File: config.mk
export PLATFORM = sky130hd
export DESIGN_NAME = multicycle_control_unit
export DESIGN_NICKNAME = d
export VERILOG_FILES = /design/src/rtl/mc_ctrl_pkg.sv /design/src/rtl/mc_alu_decoder.sv /design/src/rtl/multicycle_control_unit.sv
export SDC_FILE = /design/constraint.sdc
export NUM_CORES = 1
export LEC_CHECK = 0
export ABC_AREA = 0
export CORE_MARGIN = 1
export CORE_UTILIZATION = 39
export CTS_CLUSTER_SIZE = 8
export DETAILED_ROUTE_END_ITERATION = 16
export GPL_ROUTABILITY_DRIVEN = 1
export PLACE_DENSITY = 0.8
export SYNTH_ARGS = -nofsm -noshare
export SYNTH_HDL_FRONTEND = slang
export SYNTH_HIERARCHICAL = 1
export SYNTH_SLANG_ARGS = --single-unit
File: constraint.sdc
create_clock -name clk -period 2.8 [get_ports clk]
set_clock_uncertainty 0.2 [all_clocks]
set_input_delay 0.7 -clock clk [delete_from_list [all_inputs] [get_ports clk]]
set_output_delay 0.7 -clock clk [all_outputs]
set_load 0.02 [all_outputs]
File: src/rtl/mc_ctrl_pkg.sv
// Shared definitions for the multicycle MIPS control unit.
// Holds the FSM state type, opcode/func encodings, ALU operation codes,
// datapath select encodings and small instruction-classification helpers.
package mc_ctrl_pkg;

  typedef enum logic [3:0] {
    StFetch,
    StDecode,
    StMemAdr,
    StMemRd,
    StMemWb,
    StMemWr,
    StExecR,
    StExecSh,
    StAluWb,
    StExecI,
    StIWb,
    StBranch,
    StJump,
    StJr,
    StTrap
  } state_t;

  // Primary opcodes (IR[31:26])
  localparam logic [5:0] OpRtype = 6'b000000;
  localparam logic [5:0] OpJ     = 6'b000010;
  localparam logic [5:0] OpBeq   = 6'b000100;
  localparam logic [5:0] OpBne   = 6'b000101;
  localparam logic [5:0] OpAddi  = 6'b001000;
  localparam logic [5:0] OpAndi  = 6'b001100;
  localparam logic [5:0] OpOri   = 6'b001101;
  localparam logic [5:0] OpLw    = 6'b100011;
  localparam logic [5:0] OpSw    = 6'b101011;

  // R-type function codes (IR[5:0])
  localparam logic [5:0] FuncSll  = 6'b000000;
  localparam logic [5:0] FuncSrl  = 6'b000010;
  localparam logic [5:0] FuncSra  = 6'b000011;
  localparam logic [5:0] FuncSllv = 6'b000100;
  localparam logic [5:0] FuncSrlv = 6'b000110;
  localparam logic [5:0] FuncSrav = 6'b000111;
  localparam logic [5:0] FuncJr   = 6'b001000;
  localparam logic [5:0] FuncAdd  = 6'b100000;
  localparam logic [5:0] FuncSub  = 6'b100010;
  localparam logic [5:0] FuncAnd  = 6'b100100;
  localparam logic [5:0] FuncOr   = 6'b100101;
  localparam logic [5:0] FuncSlt  = 6'b101010;

  // ALU operation codes (zero-extended to the configured width at the top)
  localparam logic [2:0] AluAnd = 3'b000;
  localparam logic [2:0] AluOr  = 3'b001;
  localparam logic [2:0] AluAdd = 3'b010;
  localparam logic [2:0] AluSll = 3'b011;
  localparam logic [2:0] AluSrl = 3'b100;
  localparam logic [2:0] AluSra = 3'b101;
  localparam logic [2:0] AluSub = 3'b110;
  localparam logic [2:0] AluSlt = 3'b111;

  // PC source select
  localparam logic [1:0] PcSrcAlu    = 2'b00;
  localparam logic [1:0] PcSrcAluOut = 2'b01;
  localparam logic [1:0] PcSrcJump   = 2'b10;
  localparam logic [1:0] PcSrcRegA   = 2'b11;

  // ALU operand A select
  localparam logic [1:0] SrcAPc    = 2'b00;
  localparam logic [1:0] SrcARegA  = 2'b01;
  localparam logic [1:0] SrcAShamt = 2'b10;

  // ALU operand B select
  localparam logic [1:0] SrcBRegB   = 2'b00;
  localparam logic [1:0] SrcBFour   = 2'b01;
  localparam logic [1:0] SrcBImm    = 2'b10;
  localparam logic [1:0] SrcBImmSh2 = 2'b11;

  // Register-operand R-type ALU ops (including variable shifts)
  function automatic logic is_r_alu(input logic [5:0] f);
    return f inside {FuncAdd, FuncSub, FuncAnd, FuncOr, FuncSlt, FuncSllv, FuncSrlv, FuncSrav};
  endfunction

  // Shamt-operand shifts
  function automatic logic is_r_shift(input logic [5:0] f);
    return f inside {FuncSll, FuncSrl, FuncSra};
  endfunction

  function automatic logic is_legal(input logic [5:0] op, input logic [5:0] f);
    case (op)
      OpRtype:                          return is_r_alu(f) | is_r_shift(f) | (f == FuncJr);
      OpLw, OpSw, OpBeq, OpBne, OpJ,
      OpAddi, OpAndi, OpOri:            return 1'b1;
      default:                          return 1'b0;
    endcase
  endfunction

endpackage

File: src/rtl/mc_alu_decoder.sv
// R-type function-field to ALU operation decoder.
// Ports:
//   func      in   6           IR[5:0]
//   alu_ctrl  out  ALU_CTRL_W  ALU operation code, zero-extended above bit 2
// Unknown function codes decode to add; the FSM never routes them to an
// execute state, so the value only matters as a benign default.
module mc_alu_decoder
  import mc_ctrl_pkg::*;
#(
  parameter int unsigned ALU_CTRL_W = 3
) (
  input  logic [5:0]            func,
  output logic [ALU_CTRL_W-1:0] alu_ctrl
);

  logic [2:0] code;

  always_comb begin
    code = AluAdd;
    case (func)
      FuncAdd:           code = AluAdd;
      FuncSub:           code = AluSub;
      FuncAnd:           code = AluAnd;
      FuncOr:            code = AluOr;
      FuncSlt:           code = AluSlt;
      FuncSll, FuncSllv: code = AluSll;
      FuncSrl, FuncSrlv: code = AluSrl;
      FuncSra, FuncSrav: code = AluSra;
      default:           code = AluAdd;
    endcase
  end

  assign alu_ctrl = ALU_CTRL_W'(code);

endmodule

File: src/rtl/multicycle_control_unit.sv
// Moore-style FSM controller for a multicycle MIPS datapath with a shared
// instruction/data memory, IR, A/B and ALUOut registers. Sequences each
// instruction through fetch/decode/execute/memory/writeback, stalling on the
// mem_ready handshake, and drives every datapath enable and mux select.
//
// Ports:
//   clk, rst_n                  clock (rising edge), async active-low reset
//   operation, func             IR[31:26], IR[5:0]
//   zero                        ALU zero flag for the current cycle
//   mem_ready                   memory completes the current request
//   pc_we, pc_src               PC load and source select
//   iord                        memory address select (0 PC, 1 ALUOut)
//   mem_re, mem_we              memory read/write requests
//   ir_we                       IR load
//   reg_we, reg_write_addr/data register file write, dest (rt/rd), data (ALUOut/MDR)
//   imm_zext                    zero-extend immediate
//   alu_src_a, alu_src_b        ALU operand selects
//   alu_controller              ALU operation, ALU_CTRL_W bits
//   instr_done                  pulse in last state of each instruction
//   mem_err                     sticky memory timeout flag
//   illegal_op                  sticky illegal-instruction flag
//
// Parameters:
//   ALU_CTRL_W   ALU control width (>= 3)
//   MEM_TIMEOUT  max stalled cycles per request; 0 waits forever
//
// Build option: define MC_ILLEGAL_TRAP_EN to park in a trap state on an
// unknown instruction; otherwise unknown instructions retire as NOPs.
module multicycle_control_unit
  import mc_ctrl_pkg::*;
#(
  parameter int unsigned ALU_CTRL_W  = 3,
  parameter int unsigned MEM_TIMEOUT = 0
) (
  input  logic                  clk,
  input  logic                  rst_n,
  input  logic [5:0]            operation,
  input  logic [5:0]            func,
  input  logic                  zero,
  input  logic                  mem_ready,
  output logic                  pc_we,
  output logic [1:0]            pc_src,
  output logic                  iord,
  output logic                  mem_re,
  output logic                  mem_we,
  output logic                  ir_we,
  output logic                  reg_we,
  output logic                  reg_write_addr,
  output logic                  reg_write_data,
  output logic                  imm_zext,
  output logic [1:0]            alu_src_a,
  output logic [1:0]            alu_src_b,
  output logic [ALU_CTRL_W-1:0] alu_controller,
  output logic                  instr_done,
  output logic                  mem_err,
  output logic                  illegal_op
);

  localparam int unsigned CntW = (MEM_TIMEOUT > 1) ? $clog2(MEM_TIMEOUT) : 1;

  localparam logic [ALU_CTRL_W-1:0] AluAddW = ALU_CTRL_W'(AluAdd);
  localparam logic [ALU_CTRL_W-1:0] AluSubW = ALU_CTRL_W'(AluSub);
  localparam logic [ALU_CTRL_W-1:0] AluAndW = ALU_CTRL_W'(AluAnd);
  localparam logic [ALU_CTRL_W-1:0] AluOrW  = ALU_CTRL_W'(AluOr);

`ifdef MC_ILLEGAL_TRAP_EN
  localparam state_t StIllegal = StTrap;
`else
  localparam state_t StIllegal = StFetch;
`endif

  state_t                  state_q, state_d;
  logic [CntW-1:0]         cnt_q, cnt_d;
  logic                    mem_err_q, mem_err_d;
  logic [ALU_CTRL_W-1:0]   alu_r;
  logic                    stall;
  logic                    timeout;
  logic                    decode_legal;
  logic                    zext_op;

  mc_alu_decoder #(
    .ALU_CTRL_W(ALU_CTRL_W)
  ) u_alu_dec (
    .func    (func),
    .alu_ctrl(alu_r)
  );

  assign decode_legal = is_legal(operation, func);
  assign zext_op      = (operation == OpAndi) || (operation == OpOri);

  // Only the three request-issuing states can stall; mem_ready elsewhere is ignored.
  assign stall   = (state_q inside {StFetch, StMemRd, StMemWr}) && !mem_ready;
  assign timeout = (MEM_TIMEOUT != 0) && stall && (cnt_q == CntW'(MEM_TIMEOUT - 1));

  // State register
  always_ff @(posedge clk or negedge rst_n) begin
    if (!rst_n) begin
      state_q <= StFetch;
    end else begin
      state_q <= state_d;
    end
  end

  // Stall counter and sticky timeout flag
  always_ff @(posedge clk or negedge rst_n) begin
    if (!rst_n) begin
      cnt_q     <= '0;
      mem_err_q <= 1'b0;
    end else begin
      cnt_q     <= cnt_d;
      mem_err_q <= mem_err_d;
    end
  end

  always_comb begin
    cnt_d     = '0;
    mem_err_d = mem_err_q | timeout;
    if (MEM_TIMEOUT != 0 && stall && !timeout) begin
      cnt_d = cnt_q + 1'b1;
    end
  end

  // Next-state logic
  always_comb begin
    state_d = state_q;
    unique case (state_q)
      StFetch:  if (mem_ready) state_d = StDecode;
      StDecode: begin
        if (!decode_legal) begin
          state_d = StIllegal;
        end else begin
          unique case (operation)
            OpLw, OpSw:            state_d = StMemAdr;
            OpBeq, OpBne:          state_d = StBranch;
            OpAddi, OpAndi, OpOri: state_d = StExecI;
            OpJ:                   state_d = StJump;
            OpRtype: begin
              if (func == FuncJr)        state_d = StJr;
              else if (is_r_shift(func)) state_d = StExecSh;
              else                       state_d = StExecR;
            end
            default:               state_d = StIllegal;
          endcase
        end
      end
      StMemAdr: state_d = (operation == OpLw) ? StMemRd : StMemWr;
      StMemRd:  if (mem_ready) state_d = StMemWb;
      StMemWr:  if (mem_ready) state_d = StFetch;
      StExecR,
      StExecSh: state_d = StAluWb;
      StExecI:  state_d = StIWb;
      StMemWb, StAluWb, StIWb,
      StBranch, StJump, StJr: state_d = StFetch;
      StTrap:   state_d = StTrap;
      default:  state_d = StFetch;
    endcase
    // An expired wait abandons the request and restarts at fetch.
    if (timeout) state_d = StFetch;
  end

  // Output decode
  always_comb begin
    pc_we          = 1'b0;
    pc_src         = PcSrcAlu;
    iord           = 1'b0;
    mem_re         = 1'b0;
    mem_we         = 1'b0;
    ir_we          = 1'b0;
    reg_we         = 1'b0;
    reg_write_addr = 1'b0;
    reg_write_data = 1'b0;
    imm_zext       = 1'b0;
    alu_src_a      = SrcAPc;
    alu_src_b      = SrcBRegB;
    alu_controller = AluAddW;
    instr_done     = 1'b0;

    unique case (state_q)
      StFetch: begin
        mem_re    = 1'b1;
        alu_src_b = SrcBFour;
        pc_we     = mem_ready;
        ir_we     = mem_ready;
      end
      StDecode: begin
        // Speculative branch target into ALUOut
        alu_src_b = SrcBImmSh2;
`ifndef MC_ILLEGAL_TRAP_EN
        instr_done = !decode_legal;
`endif
      end
      StMemAdr: begin
        alu_src_a = SrcARegA;
        alu_src_b = SrcBImm;
      end
      StMemRd: begin
        mem_re = 1'b1;
        iord   = 1'b1;
      end
      StMemWb: begin
        reg_we         = 1'b1;
        reg_write_data = 1'b1;
        instr_done     = 1'b1;
      end
      StMemWr: begin
        mem_we     = 1'b1;
        iord       = 1'b1;
        instr_done = mem_ready;
      end
      StExecR: begin
        alu_src_a      = SrcARegA;
        alu_controller = alu_r;
      end
      StExecSh: begin
        alu_src_a      = SrcAShamt;
        alu_controller = alu_r;
      end
      StAluWb: begin
        reg_we         = 1'b1;
        reg_write_addr = 1'b1;
        instr_done     = 1'b1;
      end
      StExecI: begin
        alu_src_a = SrcARegA;
        alu_src_b = SrcBImm;
        imm_zext  = zext_op;
        if (operation == OpAndi)     alu_controller = AluAndW;
        else if (operation == OpOri) alu_controller = AluOrW;
        else                         alu_controller = AluAddW;
      end
      StIWb: begin
        reg_we     = 1'b1;
        imm_zext   = zext_op;
        instr_done = 1'b1;
      end
      StBranch: begin
        alu_src_a      = SrcARegA;
        alu_controller = AluSubW;
        pc_src         = PcSrcAluOut;
        pc_we          = ((operation == OpBeq) && zero) || ((operation == OpBne) && !zero);
        instr_done     = 1'b1;
      end
      StJump: begin
        pc_we      = 1'b1;
        pc_src     = PcSrcJump;
        instr_done = 1'b1;
      end
      StJr: begin
        pc_we      = 1'b1;
        pc_src     = PcSrcRegA;
        instr_done = 1'b1;
      end
      StTrap: begin
      end
      default: begin
      end
    endcase

    // Strobes and selects go quiet the moment reset asserts, not at the next edge.
    if (!rst_n) begin
      pc_we          = 1'b0;
      pc_src         = PcSrcAlu;
      iord           = 1'b0;
      mem_re         = 1'b0;
      mem_we         = 1'b0;
      ir_we          = 1'b0;
      reg_we         = 1'b0;
      reg_write_addr = 1'b0;
      reg_write_data = 1'b0;
      imm_zext       = 1'b0;
      alu_src_a      = SrcAPc;
      alu_src_b      = SrcBRegB;
      alu_controller = AluAddW;
      instr_done     = 1'b0;
    end
  end

  assign mem_err = mem_err_q;

`ifdef MC_ILLEGAL_TRAP_EN
  // TRAP is only left through reset, so the flag is sticky by construction.
  assign illegal_op = (state_q == StTrap);
`else
  assign illegal_op = 1'b0;
`endif

endmodule

==> key figures, run 1 <==
Job
  – Max-cap viol count: 0

Floorplan
  – Die Wd: 51.12 um
  – CORE AREA: 2233 um^2
  – Starting Density: 0.4213
  – Row cnt: 17
  – Die Y: 51.12 um
  – Ports: 37
  – Die ar.: 2613 um^2

Detailed routing
  – DRC violations left: 0
  – Routed WL per cell: 14.44 um
  – Routed Antenna Nets: 0
  – 1st-pass router iterations: 5
  – Total routed wirelength: 3.423 mm
  – Via density: 5.700
  – DR iter-0 viols: 35
  – Via count: 1,351

Placed design
  – Inst Count DP: 229
  – Detailed placer's ending HPWL: 2.568 mm
  – I/O Buffers: 34
  – Placer Congestion: 0.9079
  – Area after DPL: 1530 um^2

Logic synthesis
  – Syn Inst Count: 143
  – Sequential element share of the synthesized area: 0.1064
  – Post-synthesis register bit count: 4
  – Synth area leader: dfrtp_1
  – Asr flop ratio synth: 1.000
  – Cell variety after synth: 48
  – Area of the mapped netlist: 940.9 um^2
  – Synthesis Warnings: 6
  – Top cell type's share of synthesized area: 0.1064
  – Main flop type after synthesis: dfrtp_1
  – Synth top area cells: dfrtp_1 11%, nor2_1 10%, nand2b_1 5.3%, nor2b_1 5.3%, nor3_1 4.8%
  – Post-synth EDFFs: 0
  – Avg Synthesized Cell Area: 6.580 um^2

Setup path
  – Critical path buffers and inverters: 2
  – Startpoint Class: input pin
  – CP required: 1900 ps
  – CP max FO: 2
  – Crit-path most repeated cell: buf_6
  – Max stage delay on crit path: 430 ps
  – Crit path max-delay family: simple AND/OR/NAND/NOR gates
  – WP data arrival: 2280 ps
  – Crit path cell chain: buf_6 > or3_4 > or4_4 > o32a_4 > a41o_4 > buf_6
  – Crit. End Element: primary output
  – CP Class: input pin to primary output
  – Critical path's slowest cell: or4_4

STA
  – Final Hold Fails: 0
  – Setup ws final: -384.0 ps
  – Setup violations, final: 1
  – Fin. max-slew vios: 0
  – Fin crit share: 1.137
  – Post-Route Setup TNS: -384.0 ps
  – Minimum clock period: 3184 ps
  – Max Fclk: 314.1 MHz
  – Unrepaired setup endpoints after global routing: true
  – Hold_ws: 510.3 ps

Clock network
  – TritonCTS Buffers: 3
  – Clk sinks: 4
  – Clock slew at reported path FFs: 40 ps
  – Hold Buf Count CTS: 0
  – Clk_lat worst skew: 240 ps
  – CTS tree: yes
  – Clock Path Buffers: 2
  – Root buf cell: clkbuf_4
  – H-tree depth: 1

Global routing
  – Initial antenna violation count: 0
  – Vias in the first global route: 1,258
  – GRT Util Overall: 0.2793
  – Largest net degree at the start of global routing: 16
  – Overflow after GRT: 0
  – First-pass GRT wire length: 5.513 mm

Layout
  – Max FFs per register: 4
  – Non-filler cells, final: 237
  – Most flop-heavy register: state_q
  – # diodes: 0
  – Final instance area: 1562 um^2
  – Layout cell share with drive strength beyond 1: 0.3780
  – Area grow syn2layout: 65.96%
  – Biggest regs: state_q x4
  – Final net count: 227

Status
  – Failing checks: negative setup slack
  – Status: finished with violations

Hold path
  – Path type of the worst min-delay path: flip-flop to flip-flop

Power
  – Clock power share: 0.186
  – Switching part of the total: 0.4227
  – Leak pwr: 0.7285 nW
  – Share of power burned in registers: 0.181
  – Net Switching: 0.1712 mW
  – Power Density: 259.3 nW/um^2
  – Int Pwr: 0.2338 mW
  – IR drop worst, VDD: 240.4 uV
  – Total power: 0.4049 mW
  – Combinational share of power: 0.633
what timing repair did:
item,in CTS,in global routing
endpoints found under the setup margin,20,16
endpoints found under the hold margin,0,0
pin swaps,10,14
setup buffers,3,2
resized for setup,99,30
path summary, 6_finish.rpt:
| check | from | end | slack (ps) | cells past startpoint |
|---|---|---|---|---|
| worst max register to register | state_q[0] | state_q[2] | 1140 | 5 |
| worst min register to register | state_q[3] | state_q[0] | 510 | 2 |
| max in group asynchronous | rst_n | state_q[2] | 1580 | 3 |
| worst max-delay path | operation[3] | instr_done | -380 | 6 |
| min in group asynchronous | rst_n | state_q[3] | 710 | 3 |
| worst min-delay path | state_q[3] | state_q[0] | 510 | 2 |
per-layer routing:
metal	routed length, um	vias up	global-route usage
li1	-	659	-
met1	1272	623	0.2870
met2	1896	63	0.5658
met3	195	6	0.03274
met4	59	0	0.09259
met5	0	-	0
worst min-delay path, delay by kind of cell (launching register included):
kind / cells / cell delay, ps
AO/OA/AOI/OAI: 1 / 100
buffers and inverters: 1 / 210
flip-flops: 1 / 350
per-stage QoR:
step                  util  setup slack, ps
floorplan                -           -277.7
global placement    0.6852            -1108
detailed placement  0.6852            -1118
CTS                 0.7042           -554.4
global route        0.6992           -395.8
finish              0.6992           -384.0
cells in the final DEF (no fill, tap or decap), types with 2 or more instances in the layout:
master / count
buf_4: 35
nor2_1: 24
nand2_1: 12
buf_6: 10
clkbuf_2: 9
buf_2: 9
nand2b_1: 8
nor3_1: 8
nor2b_1: 7
a21oi_1: 6
o21ai_1: 4
mux2i_1: 4
clkdlybuf4s15_1: 4
dfrtp_1: 4
inv_1: 3
a22oi_1: 3
o22ai_1: 3
clkbuf_4: 3
nand4_1: 2
or3_4: 2
a211oi_2: 2
o32a_1: 2
nand3b_1: 2
and3_1: 2
nand3_1: 2
o21a_1: 2
conb_1: 2
clkdlybuf4s50_1: 2
dlygate4sd2_1: 2
synth_stat cells, drive strengths merged (2+ instances only):
cell / instances
a211oi: 2
a21boi: 2
a21oi: 7
a22oi: 3
and3: 2
buf: 3
clkbuf: 8
dfrtp: 4
inv: 3
mux2i: 4
nand2: 12
nand2b: 8
nand3: 2
nand3b: 2
nand4: 2
nor2: 25
nor2b: 8
nor3: 9
nor3b: 2
o21a: 2
o21ai: 5
o22ai: 3
o32a: 3
or3: 2
or4: 2
kinds of logic after synthesis:
kind of cell	synth area share
AOI/OAI and AO/OA	0.3019
muxes	0.04255
and+or+nand+nor	0.4548
DFF	0.1064
buffers and inverters	0.07180
xor gates and xnor gates	0.01862
other	0.003986
layout make-up:
cell class	instances	area (um^2)
fill	190	671.9
timing repair buffer	73	564.3
multi-input combinational	126	828.3
tap	28	35.03
clock buffer	3	22.52
inverter	3	11.26
sequential	4	100.1
power groups by stage:
| stage | clock (mW) | sequential [mW] | combinational, mW |
|---|---|---|---|
| after global placement | 0 | 0.0743 | 0.242 |
| after detailed placement | 0 | 0.0742 | 0.250 |
| after CTS | 0.0750 | 0.0735 | 0.250 |
| after global routing | 0.0792 | 0.0741 | 0.277 |
| final | 0.0755 | 0.0732 | 0.256 |
| after floorplan | 0 | 0.0682 | 0.130 |
Note: power is estimated with default switching activity, not from simulation.
==> run 2: changes to the inputs <==
CAP_MARGIN = 20   (was default)
CORE_UTILIZATION = 35   (was 39)
PLACE_DENSITY = 0.73   (was 0.8)
REMOVE_ABC_BUFFERS = 1   (was default)
==> run 2 against run 1 <==
  * The flow still finishes with violations (negative setup slack)
  * Clock power is 5.8% lower
  * Sequential share of layout area is essentially flat
  * Routed wire length fell by 7.8%
  * First-iteration DRC count rose by 2.9%
  * Core utilization fell by 7.7 points
  * Sequential power rose by 2.9%
  * Total power decreased by 2.7%
  * Die area increased by 11%
  * Worst setup slack improved by 13 ps
  * Non-clock buffer count decreased by 3
  * Hold slack lost 130 ps
  * Largest power group unchanged
  * Highest routed layer unchanged
==> key figures, run 2 (synthesized netlist as in run 1, its figures left out) <==
Status
  – Status: finished with violations (unchanged)
  – Failing checks: negative setup slack (unchanged)

Hold path
  – WHS Path Cells: 1 (was 2)
  – Path type of the worst min-delay path: flip-flop to flip-flop (unchanged)
  – Hold_sp: state_q[3] (unchanged)
  – Worst Hold Path EP: state_q[0] (unchanged)

Floorplan
  – Starting Density: 0.3764 (was 0.4213)
  – Row cnt: 18 (was 17)
  – CORE AREA: 2500 um^2 (was 2233 um^2)
  – Die Wd: 53.85 um (was 51.12 um)
  – Die Y: 53.85 um (was 51.12 um)
  – Die ar.: 2900 um^2 (was 2613 um^2)
  – Ports: 37 (unchanged)

Placed design
  – Area after DPL: 1534 um^2 (was 1530 um^2)
  – Detailed placer's ending HPWL: 2.387 mm (was 2.568 mm)
  – Place WS: -1148 ps (was -1118 ps)
  – Placer Congestion: 0.8062 (was 0.9079)
  – I/O Buffers: 34 (unchanged)

STA
  – Setup ws final: -371.2 ps (was -384.0 ps)
  – Setup violations, final: 1 (unchanged)
  – Final Hold Fails: 0 (unchanged)
  – Fin. max-slew vios: 0 (unchanged)
  – Fin crit share: 1.133 (was 1.137)
  – Max Fclk: 315.3 MHz (was 314.1 MHz)
  – Unrepaired setup endpoints after global routing: true (unchanged)
  – Minimum clock period: 3171 ps (was 3184 ps)

Clock network
  – Clk_lat worst skew: 240 ps (about the same)
  – TritonCTS Buffers: 3 (unchanged)
  – Clk sinks: 4 (unchanged)
  – CTS tree: yes (unchanged)
  – Clock slew at reported path FFs: 40 ps (about the same)
  – H-tree depth: 1 (unchanged)
  – Hold Buf Count CTS: 0 (unchanged)
  – Clock Path Buffers: 2 (unchanged)
  – Root buf cell: clkbuf_4 (unchanged)

Setup path
  – Crit. End Element: primary output (unchanged)
  – Reg2reg start: state_q[0] (unchanged)
  – Startpoint Class: input pin (unchanged)
  – Reg2reg setup slack: 1080 ps (was 1140 ps)
  – CP required: 1900 ps (about the same)
  – WP data arrival: 2270 ps (was 2280 ps)
  – Crit path cell chain: buf_6 > or3_4 > or4_4 > o32a_4 > a41o_1 > buf_6 (was buf_6 > or3_4 > or4_4 > o32a_4 > a41o_4 > buf_6)
  – Crit path max-delay family: simple AND/OR/NAND/NOR gates (unchanged)
  – Max stage delay on crit path: 430 ps (about the same)
  – Critical path buffers and inverters: 2 (unchanged)
  – Critical path's slowest cell: or4_4 (unchanged)
  – CP Class: input pin to primary output (unchanged)
  – Crit-path most repeated cell: buf_6 (unchanged)
  – Reg2reg path depth: 5 (unchanged)
  – Reg2reg end: state_q[0] (was state_q[2])
  – CP max FO: 2 (unchanged)
  – Worst setup path start: operation[4] (was operation[3])

Layout
  – Commonest non-fill, non-tap cell in the layout: buf_4 (unchanged)
  – Biggest regs: state_q x4 (unchanged)
  – Final net count: 224 (was 227)
  – Final instance area: 1556 um^2 (was 1562 um^2)
  – # diodes: 0 (unchanged)
  – Most frequent cells in the layout: 32 x buf_4, 24 x nor2_1, 12 x nand2_1, 9 x buf_6 (was 35 x buf_4, 24 x nor2_1, 12 x nand2_1, 10 x buf_6)
  – Layout cell share with drive strength beyond 1: 0.3495 (was 0.3780)
  – Max FFs per register: 4 (unchanged)
  – Area grow syn2layout: 65.43% (was 65.96%)
  – Most flop-heavy register: state_q (unchanged)

Power
  – Total power: 0.3939 mW (was 0.4049 mW)
  – IR drop worst, VDD: 192.0 uV (was 240.4 uV)
  – Power Density: 253.0 nW/um^2 (was 259.3 nW/um^2)
  – Leak pwr: 0.7205 nW (was 0.7285 nW)

Detailed routing
  – DRC violations left: 0 (unchanged)
  – Total routed wirelength: 3.156 mm (was 3.423 mm)
  – Via density: 5.568 (was 5.700)
  – DR iter-0 viols: 36 (was 35)
  – Routed Antenna Nets: 0 (unchanged)
  – 1st-pass router iterations: 4 (was 5)
  – Routed WL per cell: 13.37 um (was 14.44 um)
  – Via count: 1,314 (was 1,351)

Global routing
  – Largest net degree at the start of global routing: 16 (unchanged)
  – GRT Util Overall: 0.2318 (was 0.2793)
  – Initial antenna violation count: 0 (unchanged)
  – First-pass GRT wire length: 5.099 mm (was 5.513 mm)
  – Vias in the first global route: 1,234 (was 1,258)
  – Overflow after GRT: 0 (unchanged)

Job
  – Max-cap viol count: 0 (unchanged)
-- run 2: cell types whose count changed in the layout (fill, tap and decap cells not counted), sizes merged --
| cell | delta |
|---|---|
| buf | -6 |
| clkbuf | -1 |
| clkdlybuf4s15 | +3 |
| dlygate4sd1 | -1 |
| dlygate4sd2 | +2 |
-- run 2: area by class of cell --
| cell class | count | area, um^2 |
|---|---|---|
| Fill cell | 245 | 943.4 |
| Multi-Input combinational cell | 126 | 813.3 |
| Timing Repair Buffer | 70 | 571.8 |
| Sequential cell | 4 | 100.1 |
| Tap cell | 30 | 37.54 |
| Clock buffer | 3 | 22.52 |
| Inverter | 3 | 11.26 |
-- run 2: what timing repair did --
item	4_1_cts	5_1_grt
pin swaps	14	13
buffers inserted	1	1
setup endpoints to repair	20	17
gates resized for setup	91	29
-- run 2: metal layers --
layer,vias to the layer above,GRT usage,wire (um)
li1,652,-,-
met1,606,0.2764,1308
met2,54,0.4300,1656
met3,2,0.01412,174
met4,0,0.07895,17
met5,-,0,0
-- run 2: stage by stage --
step           instances    util  hold WS, ps  TNS [ps]
2_1_floorplan        133       -        204.4    -229.8
3_3_place_gp         231  0.6136        350.0     -8191
3_5_place_dp         231  0.6136        353.3     -8516
4_1_cts              235  0.6316        357.5    -540.1
5_1_grt              236  0.6226        415.0    -467.0
6_report             236  0.6226        375.7    -371.2
-- run 2: how the worst max path moves through the flow --
stage,end,cells past startpoint
2_1_floorplan,instr_done,4
3_3_place_gp,instr_done,6
3_5_place_dp,instr_done,6
4_1_cts,instr_done,6
5_1_grt,instr_done,6
6_report,instr_done,6
-- run 2: power breakdown --
group / internal, mW / switching, mW / leakage (nW)
combinational: 0.118 / 0.129 / 0.653
sequential: 0.0634 / 0.0120 / 0.0541
clock: 0.0479 / 0.0232 / 0.0138
==> run 3: changes to the inputs <==
ABC_CLOCK_PERIOD_IN_PS = 2800   (was default)
==> results of run 3 <==
Final layout, timing and power as in run 2 (identical DEF).
